## config.mk

```make
export PLATFORM = sky130hd
export DESIGN_NAME = cp0_regfile
export DESIGN_NICKNAME = d
export VERILOG_FILES = /design/src/rtl/cp0_regfile.sv
export SDC_FILE = /design/constraint.sdc
export NUM_CORES = 1
export LEC_CHECK = 0
export BUFFER_PORTS_ARGS = -buffer_cell sky130_fd_sc_hd__buf_2
export CAP_MARGIN = 20
export CORE_ASPECT_RATIO = 1.4
export CORE_MARGIN = 2
export CORE_UTILIZATION = 40
export DETAILED_ROUTE_END_ITERATION = 8
export HOLD_SLACK_MARGIN = 0.1
export PLACE_DENSITY_LB_ADDON = 0.12
export SKIP_CTS_REPAIR_TIMING = 1
export SLEW_MARGIN = 25
export SYNTH_ARGS = -nofsm -noshare
export SYNTH_HDL_FRONTEND = slang
export SYNTH_SLANG_ARGS = --single-unit
```

## constraint.sdc

```tcl
create_clock -name clk -period 3.1 [get_ports clk]
set_input_delay 0.31 -clock clk [delete_from_list [all_inputs] [get_ports clk]]
set_output_delay 0.31 -clock clk [all_outputs]
set_load 0.02 [all_outputs]
```

## src/rtl/cp0_regfile.sv

```systemverilog
// cp0_regfile: MIPS CP0 register file (BadVAddr, Count, Compare, Status, Cause, EPC).
// Sits after write-back: takes exception/eret/mtc0 commits and serves mfc0 reads.
// Optional feature macro: CP0_TIMER_EN builds Count/Compare and the timer interrupt (TI).
module cp0_regfile #(
  parameter int unsigned COUNT_DIV = 2
) (
  input  logic        clk,
  input  logic        reset,
  input  logic        ws_ex,
  input  logic [4:0]  ws_excode,
  input  logic [31:0] ws_badvaddr,
  input  logic        ws_bd,
  input  logic [31:0] ws_pc,
  input  logic        eret_flush,
  input  logic        mtc0_we,
  input  logic [4:0]  cp0_addr,
  input  logic [31:0] cp0_wdata,
  input  logic [5:0]  ext_int,
  output logic [31:0] cp0_rdata,
  output logic [31:0] cp0_epc,
  output logic [31:0] cp0_status,
  output logic [31:0] cp0_cause,
  output logic        has_int
);

  localparam logic [4:0] AddrBadVAddr = 5'd8;
  localparam logic [4:0] AddrCount    = 5'd9;
  localparam logic [4:0] AddrCompare  = 5'd11;
  localparam logic [4:0] AddrStatus   = 5'd12;
  localparam logic [4:0] AddrCause    = 5'd13;
  localparam logic [4:0] AddrEpc      = 5'd14;
  localparam logic [4:0] ExcAdel      = 5'h04;
  localparam logic [4:0] ExcAdes      = 5'h05;

  logic [31:0] badvaddr_q, badvaddr_d;
  logic [31:0] epc_q, epc_d;
  logic [7:0]  im_q, im_d;
  logic        exl_q, exl_d;
  logic        ie_q, ie_d;
  logic        bd_q, bd_d;
  logic [1:0]  ip_sw_q, ip_sw_d;
  logic [5:0]  ip_hw_q;
  logic [4:0]  exccode_q, exccode_d;
  logic        ti;
  logic [31:0] count_rd, compare_rd;
  logic [7:0]  ip;
  logic        mtc0_en;

  // mtc0 only takes effect when no exception or eret commits in the same cycle
  assign mtc0_en = mtc0_we & ~ws_ex & ~eret_flush;

  // Next state for Status/Cause/EPC/BadVAddr: exception > eret > mtc0
  always_comb begin
    badvaddr_d = badvaddr_q;
    epc_d      = epc_q;
    im_d       = im_q;
    exl_d      = exl_q;
    ie_d       = ie_q;
    bd_d       = bd_q;
    ip_sw_d    = ip_sw_q;
    exccode_d  = exccode_q;
    if (ws_ex) begin
      exl_d     = 1'b1;
      exccode_d = ws_excode;
      // Nested exceptions keep the original return point
      if (!exl_q) begin
        epc_d = ws_bd ? ws_pc - 32'd4 : ws_pc;
        bd_d  = ws_bd;
      end
      if (ws_excode == ExcAdel || ws_excode == ExcAdes) begin
        badvaddr_d = ws_badvaddr;
      end
    end else if (eret_flush) begin
      exl_d = 1'b0;
    end else if (mtc0_en) begin
      // BadVAddr is hardware-written only
      case (cp0_addr)
        AddrStatus: begin
          im_d  = cp0_wdata[15:8];
          exl_d = cp0_wdata[1];
          ie_d  = cp0_wdata[0];
        end
        AddrCause: ip_sw_d = cp0_wdata[9:8];
        AddrEpc:   epc_d   = cp0_wdata;
        default: ;
      endcase
    end
  end

  // Architectural state registers, plus the external interrupt sampler
  always_ff @(posedge clk or posedge reset) begin
    if (reset) begin
      badvaddr_q <= '0;
      epc_q      <= '0;
      im_q       <= '0;
      exl_q      <= 1'b0;
      ie_q       <= 1'b0;
      bd_q       <= 1'b0;
      ip_sw_q    <= '0;
      ip_hw_q    <= '0;
      exccode_q  <= '0;
    end else begin
      badvaddr_q <= badvaddr_d;
      epc_q      <= epc_d;
      im_q       <= im_d;
      exl_q      <= exl_d;
      ie_q       <= ie_d;
      bd_q       <= bd_d;
      ip_sw_q    <= ip_sw_d;
      ip_hw_q    <= ext_int;
      exccode_q  <= exccode_d;
    end
  end

`ifdef CP0_TIMER_EN
  localparam logic [3:0] TickLast = 4'(COUNT_DIV - 1);

  logic [3:0]  tick_q, tick_d;
  logic [31:0] count_q, count_d;
  logic [31:0] compare_q, compare_d;
  logic        ti_q, ti_d;
  logic        count_chg_q, cmp_wr_q;
  logic        count_wr, cmp_wr;

  assign count_wr = mtc0_en && (cp0_addr == AddrCount);
  assign cmp_wr   = mtc0_en && (cp0_addr == AddrCompare);

  // Count prescaler, Compare load and TI set/clear
  always_comb begin
    tick_d    = tick_q;
    count_d   = count_q;
    compare_d = compare_q;
    ti_d      = ti_q;
    if (count_wr) begin
      count_d = cp0_wdata;
      tick_d  = '0;
    end else if (tick_q == TickLast) begin
      tick_d  = '0;
      count_d = count_q + 32'd1;
    end else begin
      tick_d = tick_q + 4'd1;
    end
    // A Compare write clears TI and beats a match in the same cycle; a match right after a
    // Compare write only counts if Count moved too.
    if (cmp_wr) begin
      compare_d = cp0_wdata;
      ti_d      = 1'b0;
    end else if ((count_q == compare_q) && (count_chg_q || !cmp_wr_q)) begin
      ti_d = 1'b1;
    end
  end

  // Timer state registers
  always_ff @(posedge clk or posedge reset) begin
    if (reset) begin
      tick_q      <= '0;
      count_q     <= '0;
      compare_q   <= '0;
      ti_q        <= 1'b0;
      count_chg_q <= 1'b0;
      cmp_wr_q    <= 1'b0;
    end else begin
      tick_q      <= tick_d;
      count_q     <= count_d;
      compare_q   <= compare_d;
      ti_q        <= ti_d;
      count_chg_q <= (count_d != count_q);
      cmp_wr_q    <= cmp_wr;
    end
  end

  assign ti         = ti_q;
  assign count_rd   = count_q;
  assign compare_rd = compare_q;
`else
  assign ti         = 1'b0;
  assign count_rd   = '0;
  assign compare_rd = '0;
`endif

  assign ip         = {ip_hw_q[5] | ti, ip_hw_q[4:0], ip_sw_q};
  assign cp0_status = {9'd0, 1'b1, 6'd0, im_q, 6'd0, exl_q, ie_q};
  assign cp0_cause  = {bd_q, ti, 14'd0, ip, 1'b0, exccode_q, 2'b00};
  assign cp0_epc    = epc_q;
  assign has_int    = (|(ip & im_q)) & ie_q & ~exl_q;

  // mfc0 read mux; reflects registered state only
  always_comb begin
    cp0_rdata = '0;
    case (cp0_addr)
      AddrBadVAddr: cp0_rdata = badvaddr_q;
      AddrCount:    cp0_rdata = count_rd;
      AddrCompare:  cp0_rdata = compare_rd;
      AddrStatus:   cp0_rdata = cp0_status;
      AddrCause:    cp0_rdata = cp0_cause;
      AddrEpc:      cp0_rdata = epc_q;
      default:      cp0_rdata = '0;
    endcase
  end

endmodule

```

==> impl_results.md, run 1 <==
- FF+latch area: 2200 µm²
- Pwr per Cell Area: 543 nW/µm²
- Total CTS buffers: 9
- TritonCTS Sinks: 88
- Clock power share: 0.343
- Worst setup SP type: input port
- GRT Total Usage: 0.232
- Worst-margin pin slew: 0.915 ns
- Placed Area: 6050 µm²
- Clock skew: 0.00419 ns
- Clock buffer depth: 2
- Number of synthesized flops with an enable pin: 0
- Synth warnings: 0
- Hpwl dp: 12000 µm
- First-pass GRT wire length: roughly 24000 µm
- Syn avg cell area: 10.4 µm²
- Met3 wire len: 948 µm
- Fin Hold WS: 0.0869 ns
- Core area: between 10000 and 15000 µm²
- Drt pass-1 iters: 7
- Netlist cell types: 48
- Flops & latches, synth: 88
- Reg-to-reg endpoint: cp0_epc[25]$_DFFE_PP0P_
- Share of cells above drive strength 1: 0.423
- CTS Root Cell: clkbuf_16
- Cell Area, Synth: 5030 µm²
- Fill count: 1151
- Placed cell count: 811
- Pwr Total: 3.51 mW
- Slew margin rel.: 0.388
- Met2 routed WL: 8700 µm
- Sw Ratio: 0.306
- Nets: between 700 and 800
- R2R Setup Slk: about 1.2 ns
- Drt initial violations: between 200 and 250
- Die Wd: 98.8 µm
- Unrepaired setup endpoints after global routing: no
- Finished Cell Area: 6470 µm²
- Leakage: 3.15 nW
- WP data required: 2.79 ns
- Worst IR drop on VDD: roughly 0.29 mV
- WS Path Type: in2out
- Routed len/inst: 19.2 µm
- Gpl congestion: 0.865
- Worst R2R Path Depth: 5
- # rows: 48
- Beginning of the worst register-to-register path: exl_q$_DFFE_PP0P_
- Min-Delay Path Class: in2async
- Period utilization: 0.730
- Count of final hold-check violations: 0
- H-Tree Depth: 3
- Initial antenna violation count: 0
- Reg power frac: 0.432
- Highest clock rate: ~440 MHz
- DRC Markers: 0
- Combinational Power Share: 0.225
- Number of port buffers: 206
- Crit path DAT: around 2.0 ns
- Pins over their slew limit: 0
- Grt ovf: 0
- Max layer used: met4
- Gate count after technology mapping: 482
- Worst skew pair latency: 0.34 ns
- Final std cells w/o fill: 834
- IO Pins: 247
- M1 WL: between 5000 and 6000 µm
- CTS tree: yes
- Clock Pin Slew Worst Setup and Hold Paths: 0.06 ns
- Die ar.: around 14000 µm²
- Vias per cell: 5.29
- Ys async rst share: 1.00
- Internal power: 2.44 mW
- Post-DRT Antenna Nets: 0
- Sw Pwr: around 1.1 mW
- Area growth syn-to-layout: 28.6%
- Ys flop type: dfrtp_1
- Multi-input combinational cell area: 2510 µm²
- Die Span Y: 137 µm
- CP Capture Type: output port
- Outcome: finished clean
- Initial Util: 0.409
- Post-synthesis sequential area ratio: 0.438
- Vias in the first global route: between 4k and 5k
- # diodes: 0
- Max FO, Critical Path: 18
- Maxcap violations: 0
- Detailed Route WL: 16000 µm
- Pin count of the biggest net entering global routing: 53
- Setup TNS: 0 ns
- Minimum clock period: 2.26 ns
- Via count: 4412
- Final setup viols: 0
layout by cell type (no fill, tap or decap), drive strengths merged, types with 2 or more instances in the layout:
cell         instances
a21oi               11
a221o                9
a221oi               7
a222oi               6
a22o                16
a22oi                5
a2bb2oi              3
a311oi               2
and2                 3
and3                 2
buf                216
bufinv               2
clkbuf              12
conb                40
dfrtp               88
dlygate4sd3          6
inv                 10
mux2                48
mux2i               18
nand2               26
nand2b               3
nand3                3
nand4                2
nand4bb              2
nor2                18
nor2b                2
nor3                12
nor3b               17
nor4                 8
nor4b                3
o21ai               37
or3                  9
or4                  2
xnor2               22
xor2                 4
critical path: stages:
cell	delay [ns]
buf_2	0.28
nor3_2	0.66
buf_4	0.32
a222oi_1	0.12
inv_1	0.08
buf_2	0.17
state kept, by name, summed over array words and instances (netlist names):
name	count
ip_hw_q	6
ie_q	1
cp0_epc	32
ip_sw_q	2
exccode_q	5
im_q	8
bd_q	1
exl_q	1
badvaddr_q	32
cell usage after synthesis, drive strengths merged, types with 2 or more instances:
cell type	count	area, µm²
xnor2	22	193
nand4	2	12.5
buf	51	369
nand4bb	2	22.5
nor4b	3	32.5
and3	2	12.5
inv	10	37.5
a221oi	7	61.3
nand3	3	15.0
or3	9	56.3
nor4	8	62.6
o21ai	37	185
a311oi	2	17.5
dfrtp	88	2200
nor3b	17	128
nand2b	3	18.8
clkbuf	23	86.3
or4	2	18.8
conb	2	7.51
nor2	18	67.6
mux2i	18	180
a221o	9	90.1
xor2	4	35.0
nand2	26	97.6
a2bb2oi	3	26.3
a22oi	5	37.5
a222oi	6	60.1
and2	3	18.8
nor2b	2	12.5
a21oi	11	55.1
a22o	16	140
mux2	48	541
nor3	12	60.1
per-layer routing:
metal / track usage / vias to the layer above
met5: 0 / -
met1: 0.269 / 2135
li1: - / 2066
met2: 0.422 / 184
met4: 0.0852 / 0
met3: 0.0439 / 27
how the worst max path moves through the flow:
stage | depth (start not counted) | to | from
floorplan | 1 | badvaddr_q[0]$_DFFE_PP0P_ | reset
global placement | 6 | cp0_epc[23]$_DFFE_PP0P_ | ws_pc[14]
detailed placement | 6 | cp0_epc[23]$_DFFE_PP0P_ | ws_pc[10]
CTS | 6 | cp0_rdata[31] | cp0_addr[1]
global route | 6 | cp0_rdata[31] | cp0_addr[1]
finish | 6 | cp0_rdata[31] | cp0_addr[1]
power groups by stage:
stage / logic, mW / clock network [mW] / registers [mW]
floorplan: 0.420 / 0 / 1.60
global placement: 0.771 / 0 / 1.53
detailed placement: 0.784 / 0 / 1.54
CTS: 0.785 / 1.24 / 1.52
global route: 0.859 / 1.28 / 1.54
finish: 0.789 / 1.21 / 1.52
cell families (layout without fill, tap and decap cells):
family	after synthesis	count (layout)	synth area share
and+or+nand+nor	115	115	0.133
AOI/OAI and AO/OA	100	100	0.139
DFF	88	88	0.438
buffers and inverters	84	248	0.0980
muxes	66	66	0.143
xor gates and xnor gates	26	26	0.0452
other	2	40	0.00149
adders and majority gates	1	1	0.00249
cell type report:
| type | count | area share |
|---|---|---|
| repair buffers | 222 | 0.185 |
| clock buffers | 12 | 0.0396 |
| flip-flops and latches | 88 | 0.340 |
| well taps | 150 | 0.0290 |
| inverters | 10 | 0.00619 |
| clock inverters | 4 | 0.0118 |
| multi-input cells | 348 | 0.388 |
metrics by stage:
stage,setup WS [ns],util
floorplan,0.511,-
global placement,0.762,0.491
detailed placement,0.703,0.491
CTS,0.854,0.518
global route,0.751,0.526
finish,0.837,0.526
(Power assumes the default switching activity.)
==> run 2, diff against run 1 <==
==> constraint.sdc (replaced) <==
create_clock -name clk -period 2 [get_ports clk]
set_input_delay 0.2 -clock clk [delete_from_list [all_inputs] [get_ports clk]]
set_output_delay 0.2 -clock clk [all_outputs]
set_load 0.02 [all_outputs]
==> run 2 against run 1 <==
Global-route usage decreased by 0.45 points. Register-to-register slack got worse by 0.59 ns. Clock-buffer cell count shrank 1. Worst hold slack gained 0.012 ns. Critical path type unchanged. Largest power group unchanged.
==> impl_results.md, run 2 (synthesized netlist as in run 1, its figures left out) <==
- Highest clock rate: 548 MHz
- WP data required: 1.80 ns (-0.99 ns)
- Clock Pin Slew Worst Setup and Hold Paths: 0.06 ns (about the same)
- Combinational Power Share: 0.246 (+0.021)
- CP Capture Type: output port
- Placed Area: 6350 µm² (+4.9%)
- Vias per cell: 5.20 (-1.6%)
- Finished Cell Area: 6920 µm² (+7.0%)
- Drt pass-1 iters: 5 (-2)
- Share of cells above drive strength 1: 0.429 (+0.00664)
- Total CTS buffers: 9 (unchanged)
- Worst R2R Path Depth: 6 (+1)
- Initial antenna violation count: 0 (unchanged)
- Clock buffer depth: 2 (unchanged)
- Core area: 12300 µm² (unchanged)
- Initial Util: 0.409 (unchanged)
- DRC Markers: 0 (unchanged)
- Pins over their slew limit: 0 (unchanged)
- Final core utilization: 0.562 (+0.0366)
- WS Path Type: in2out
- Final setup viols: 0 (unchanged)
- # rows: 48 (unchanged)
- Die Wd: 98.8 µm (unchanged)
- Worst setup SP type: input port
- Routed len/inst: 18.3 µm (-5.1%)
- CTS tree: yes
- Gpl congestion: 0.856 (-1.1%)
- Most frequent cells in the layout: buf_2, dfrtp_1, mux2_2
- Internal power: 3.55 mW (+46%)
- Worst path top cell family by delay: buffers and inverters
- Area growth syn-to-layout: 37.5%
- Commonest non-fill, non-tap cell in the layout: buf_2
- Post-DRT Antenna Nets: 0 (unchanged)
- TritonCTS Sinks: 88 (unchanged)
- Peak per-stage delay on the critical path: 0.39 ns (-0.27 ns)
- CP max stage cell: nor4bb_1
- Number of port buffers: 206 (unchanged)
- Crit path cell chain: buf_2 -> nor4bb_1 -> buf_4 -> and2_1 -> buf_12 -> a222oi_1 -> inv_1 -> buf_2
- Worst IR drop on VDD: 0.439 mV (+51%)
- Levels on crit path: 8 (+2)
- First-pass GRT wire length: 23800 µm (-0.23%)
- Minimum clock period: about 1.8 ns
- Reg power frac: 0.448 (+0.016)
- Pin count of the biggest net entering global routing: 89 (+68%)
- Multi-input combinational cell area: 2510 µm² (-0.10%)
- # diodes: 0 (unchanged)
- Period utilization: 0.913
- IO Pins: 247 (unchanged)
- Maxcap violations: 0 (unchanged)
- R2R Setup Slk: 0.57 ns (-0.59 ns)
- CP dominant cell by count: buf_2
- Vias in the first global route: 4586 (+5.2%)
- Via count: 4600 (+4.3%)
- Grt ovf: 0 (unchanged)
- Clock power share: 0.306 (-0.037)
- Outcome: finished clean
- Leakage: 3.37 nW (+6.7%)
- Pwr per Cell Area: 758 nW/µm² (+40%)
- Sw Ratio: 0.323 (+0.0177)
- Drt initial violations: 164 (-23%)
- Sw Pwr: 1.70 mW (+58%)
- Count of final hold-check violations: 0 (unchanged)
- Beginning of the worst register-to-register path: exl_q$_DFFE_PP0P_
- CTS Root Cell: clkbuf_16
- H-Tree Depth: 3 (unchanged)
- Clock skew: 0.00803 ns (+0.00384 ns)
- GRT Total Usage: 0.227 (-0.00449)
- CP bufs+invs: 5 (+1)
- Detailed Route WL: 16100 µm (+0.62%)
- Die Span Y: 137 µm (unchanged)
- Crit path DAT: 1.63 ns (-0.32 ns)
- FF+latch area: 2200 µm² (unchanged)
- Reg-to-reg endpoint: cp0_epc[13]$_DFFE_PP0P_
- CP Capture Point: cp0_rdata[2]
- Hpwl dp: 12200 µm (+1.1%)
- Fill count: 1132 (-1.7%)
- Setup crit start: cp0_addr[0]
- Nets: 848 (+6.3%)
- Unrepaired setup endpoints after global routing: no
- Die ar.: 13500 µm² (unchanged)
- Max FO, Critical Path: 21 (+3)
- Min-Delay Path Class: in2reg
- Worst skew pair latency: 0.34 ns (about the same)
[run 2: cell count changes in the layout (fill, tap and decap cells not counted), moves of 2 or more]
cell           before  now
buf_12              1    8
dlygate4sd3_1       6   29
buf_4               8   29
clkinvlp_4          1    3
bufinv_16           2    0
[run 2: worst reg2reg max path, cell delays in order, from the launching register on]
cell and delay, ns:
dfrtp_1 0.35, nor2b_1 0.08, a31oi_4 0.35, buf_12 0.22, nor3b_1 0.07, a21oi_1 0.13, o21ai_0 0.09
[run 2: area by class of cell]
class	count	area share
Clock buffer	11	0.0351
Tap cell	150	0.0271
Inverter	10	0.00597
Clock inverter	5	0.00597
Multi-Input combinational cell	348	0.362
Timing Repair Buffer	272	0.246
Sequential cell	88	0.318
[run 2: power by group through the flow]
stage          clock network [mW]  registers (mW)  logic [mW]
2_1_floorplan                   0            2.48       0.651
3_3_place_gp                    0            2.37        1.23
3_5_place_dp                    0            2.38        1.26
4_1_cts                      1.65            2.35        1.26
5_1_grt                      1.71            2.39        1.40
6_report                     1.61            2.35        1.29
[run 2: how the worst min path moves through the flow]
stage,start,to,slack (ns),cells after the start
floorplan,ext_int[0],ip_hw_q[0]$_DFF_PP0_,0.23,0
global placement,ext_int[0],ip_hw_q[0]$_DFF_PP0_,0.31,1
detailed placement,ext_int[0],ip_hw_q[0]$_DFF_PP0_,0.31,1
CTS,ext_int[0],ip_hw_q[0]$_DFF_PP0_,-0.05,1
global route,ws_badvaddr[16],badvaddr_q[16]$_DFFE_PP0P_,0.10,2
finish,ws_badvaddr[20],badvaddr_q[20]$_DFFE_PP0P_,0.1,2
[run 2: metal layers]
layer  part of all wire  vias to the layer above  track usage  wire [µm]
li1                   -                     2162            -          -
met1               0.38                     2215        0.264       6220
met2               0.52                      193        0.402       8420
met3              0.062                       30       0.0449       1000
met4              0.031                        0        0.103        504
met5                  0                        -            0          0
[run 2: per-stage QoR]
step / hold WS, ns / TNS [ns] / std cells / setup WS [ns] / total power, mW
final: 0.0986 / 0 / 884 / 0.174 / 5.25
after CTS: -0.0459 / 0 / 855 / 0.190 / 5.26
after global placement: 0.310 / -0.668 / 839 / -0.118 / 3.60
after detailed placement: 0.310 / -0.810 / 839 / -0.138 / 3.64
after global routing: 0.100 / 0 / 884 / 0.0886 / 5.49
after floorplan: 0.231 / -0.0689 / 520 / -0.0689 / 3.14
==> run 3, diff against run 2 <==
--- a/config.mk
+++ b/config.mk
@@ -11,8 +11,9 @@
 export CORE_MARGIN = 2
 export CORE_UTILIZATION = 40
 export DETAILED_ROUTE_END_ITERATION = 8
+export GPL_TIMING_DRIVEN = 0
 export HOLD_SLACK_MARGIN = 0.1
-export PLACE_DENSITY_LB_ADDON = 0.12
+export PLACE_DENSITY = 0.78
 export SKIP_CTS_REPAIR_TIMING = 1
 export SLEW_MARGIN = 25
 export SYNTH_ARGS = -nofsm -noshare
==> run 3 against run 2 <==
Clock skew down 0.0015 ns. Worst hold slack got worse by 0.011 ns. Via count grew 6.2%. Register-to-register slack worse by 0.37 ns. Sequential share of layout area down 1.2 points. Clock power rose by 6%. Sequential cell count unchanged. Total power is 3.6% higher. Highest routed layer unchanged.
==> impl_results.md, run 3 (synthesized netlist as in run 1, its figures left out) <==
- Outcome: finished clean
- WS Path Type: in2reg
- WP data required: 2.28 ns (+0.48 ns)
- Die Span Y: 137 µm (unchanged)
- Nets: 892 (+5.2%)
- Placed Area: 6460 µm² (+1.8%)
- H-Tree Depth: 3 (unchanged)
- Initial antenna violation count: 3 (+3)
- Final core utilization: 0.584 (+0.0222)
- DRC Markers: 0 (unchanged)
- Min-Delay Path Depth: 2 (unchanged)
- Clock skew: 0.00654 ns (-0.00149 ns)
- GRT Total Usage: 0.241 (+0.0135)
- Pin count of the biggest net entering global routing: 26 (-71%)
- Gpl congestion: 0.868 (+1.4%)
- Worst R2R Path Depth: 6 (unchanged)
- Min-Delay Path Class: in2reg
- Post-DRT Antenna Nets: 0 (unchanged)
- Clock buffer depth: 2 (unchanged)
- IO Pins: 247 (unchanged)
- Count of final hold-check violations: 0 (unchanged)
- Worst setup SP type: input port
- Met1 Use GR: 0.291 (+0.0268)
- Total CTS buffers: 9 (unchanged)
- Most frequent cells in the layout: buf_2, dfrtp_1, mux2_2
- Via count: 4884 (+6.2%)
- Share of cells above drive strength 1: 0.441 (+0.0123)
- Vias in the first global route: 4489 (-2.1%)
- CP Capture Type: flip-flop
- Grt ovf: 0 (unchanged)
- Pwr per Cell Area: 756 nW/µm² (-0.29%)
- CP bufs+invs: 3 (-2)
- Maxcap violations: 0 (unchanged)
- Sw Ratio: 0.322 (-0.00151)
- Sw Pwr: 1.75 mW (+3.2%)
- Worst IR drop on VDD: 0.398 mV (-9.3%)
- CP max stage cell: or4b_4
- Fill count: 1083 (-4.3%)
- Number of port buffers: 203 (-1.5%)
- Highest clock rate: 521 MHz (-4.8%)
- First-pass GRT wire length: 24900 µm (+4.4%)
- Fin Hold WS: 0.0878 ns (-0.0109 ns)
- Hpwl dp: 13100 µm (+8.2%)
- Worst-margin pin slew: 0.728 ns
- CTS tree: yes
- Drt initial violations: 241 (+47%)
- Worst skew pair latency: 0.34 ns (about the same)
- CTS Root Cell: clkbuf_16
- Clock power share: 0.315 (+0.009)
- Final setup viols: 0 (unchanged)
- Slew margin rel.: 0.515
- Detailed Route WL: 17200 µm (+6.2%)
- Max FO, Critical Path: 10 (-52%)
- Levels on crit path: 8 (unchanged)
- Leakage: 3.56 nW (+5.9%)
- Worst path top cell family by delay: simple AND/OR/NAND/NOR gates
- Clock Pin Slew Worst Setup and Hold Paths: 0.07 ns (about the same)
- Initial Util: 0.409 (unchanged)
- Reg power frac: 0.434 (-0.014)
- Minimum clock period: 1.92 ns (+0.0919 ns)
- Drt pass-1 iters: 5 (unchanged)
- Period utilization: 0.959 (+0.0459)
- Crit path cell chain: buf_2 -> or3_1 -> buf_6 -> or4b_4 -> buf_6 -> or3_1 -> a311oi_2 -> a21o_1
- Die Wd: 98.8 µm (unchanged)
- Finished Cell Area: 7190 µm² (+3.9%)
- # rows: 48 (unchanged)
- Vias per cell: 5.25 (+0.92%)
- Die ar.: 13500 µm² (unchanged)
- Commonest non-fill, non-tap cell in the layout: buf_2
- Area growth syn-to-layout: 42.9%
- GR Layer Usage met2: 0.411 (+0.00863)
- TritonCTS Sinks: 88 (unchanged)
- Core area: 12300 µm² (unchanged)
- Routed len/inst: 18.4 µm (+0.99%)
- Pins over their slew limit: 0 (unchanged)
- Combinational Power Share: 0.251 (+0.005)
- Pwr Total: 5.44 mW (+3.6%)
- Crit path DAT: 2.20 ns (+0.57 ns)
- Setup TNS: 0 ns (unchanged)
- Internal power: 3.69 mW (+3.9%)
- R2R Setup Slk: 0.20 ns (-0.37 ns)
- Peak per-stage delay on the critical path: 0.51 ns (+0.12 ns)
- GR Util met3: 0.0470 (+0.00204)
- Busiest grt layer: met2
-- run 3: changes by cell type in the layout (fill, tap and decap cells not counted), sizes merged --
cell	before	now
clkbuf	11	32
buf	243	259
dlygate4sd3	29	34
diode	0	3
bufinv	0	1
clkinvlp	3	2
inv	10	11
-- run 3: metrics by stage --
| stage | setup slack (ns) | std cells |
|---|---|---|
| 2_1_floorplan | -0.0689 | 520 |
| 3_3_place_gp | -0.825 | 873 |
| 3_5_place_dp | -0.596 | 876 |
| 4_1_cts | -0.591 | 891 |
| 5_1_grt | -0.0319 | 930 |
| 6_report | 0.0820 | 930 |
-- run 3: path summary, 6_finish.rpt --
path / from / end
worst max-delay path: ws_pc[14] / cp0_epc[23]$_DFFE_PP0P_
worst min-delay path: ws_badvaddr[14] / badvaddr_q[14]$_DFFE_PP0P_
worst max register to register: exl_q$_DFFE_PP0P_ / cp0_epc[8]$_DFFE_PP0P_
worst min register to register: badvaddr_q[22]$_DFFE_PP0P_ / badvaddr_q[22]$_DFFE_PP0P_
max in group asynchronous: reset / badvaddr_q[8]$_DFFE_PP0P_
min in group asynchronous: reset / badvaddr_q[4]$_DFFE_PP0P_
-- run 3: power groups by stage --
stage / logic, mW / clock network (mW) / registers (mW)
after detailed placement: 1.30 / 0 / 2.39
after global routing: 1.48 / 1.82 / 2.39
after global placement: 1.26 / 0 / 2.38
final: 1.37 / 1.71 / 2.36
after floorplan: 0.651 / 0 / 2.48
after CTS: 1.30 / 1.75 / 2.36
-- run 3: worst reg2reg max path: stages, from the launching register on --
cell      delay (ns)
dfrtp_1         0.50
nor2b_2         0.26
a31oi_1         0.09
clkbuf_2        0.24
clkbuf_2        0.26
a22oi_1         0.18
o21ai_0         0.13
-- run 3: metal layers --
layer	vias up	part of all wire
met4	0	0.032
met1	2333	0.38
met2	248	0.52
met3	41	0.072
li1	2262	-
met5	-	0
-- run 3: layout make-up --
cell class	instances	area, µm²	share of cell area
antenna	3	7.51	0.00104
buffer	73	470	0.0654
clock buffer	9	225	0.0313
clock inverter	6	68.8	0.00957
inverter	10	41.3	0.00574
multi-input combinational	348	2540	0.354
sequential	88	2200	0.306
tap	150	188	0.0261
timing repair buffer	243	1450	0.201
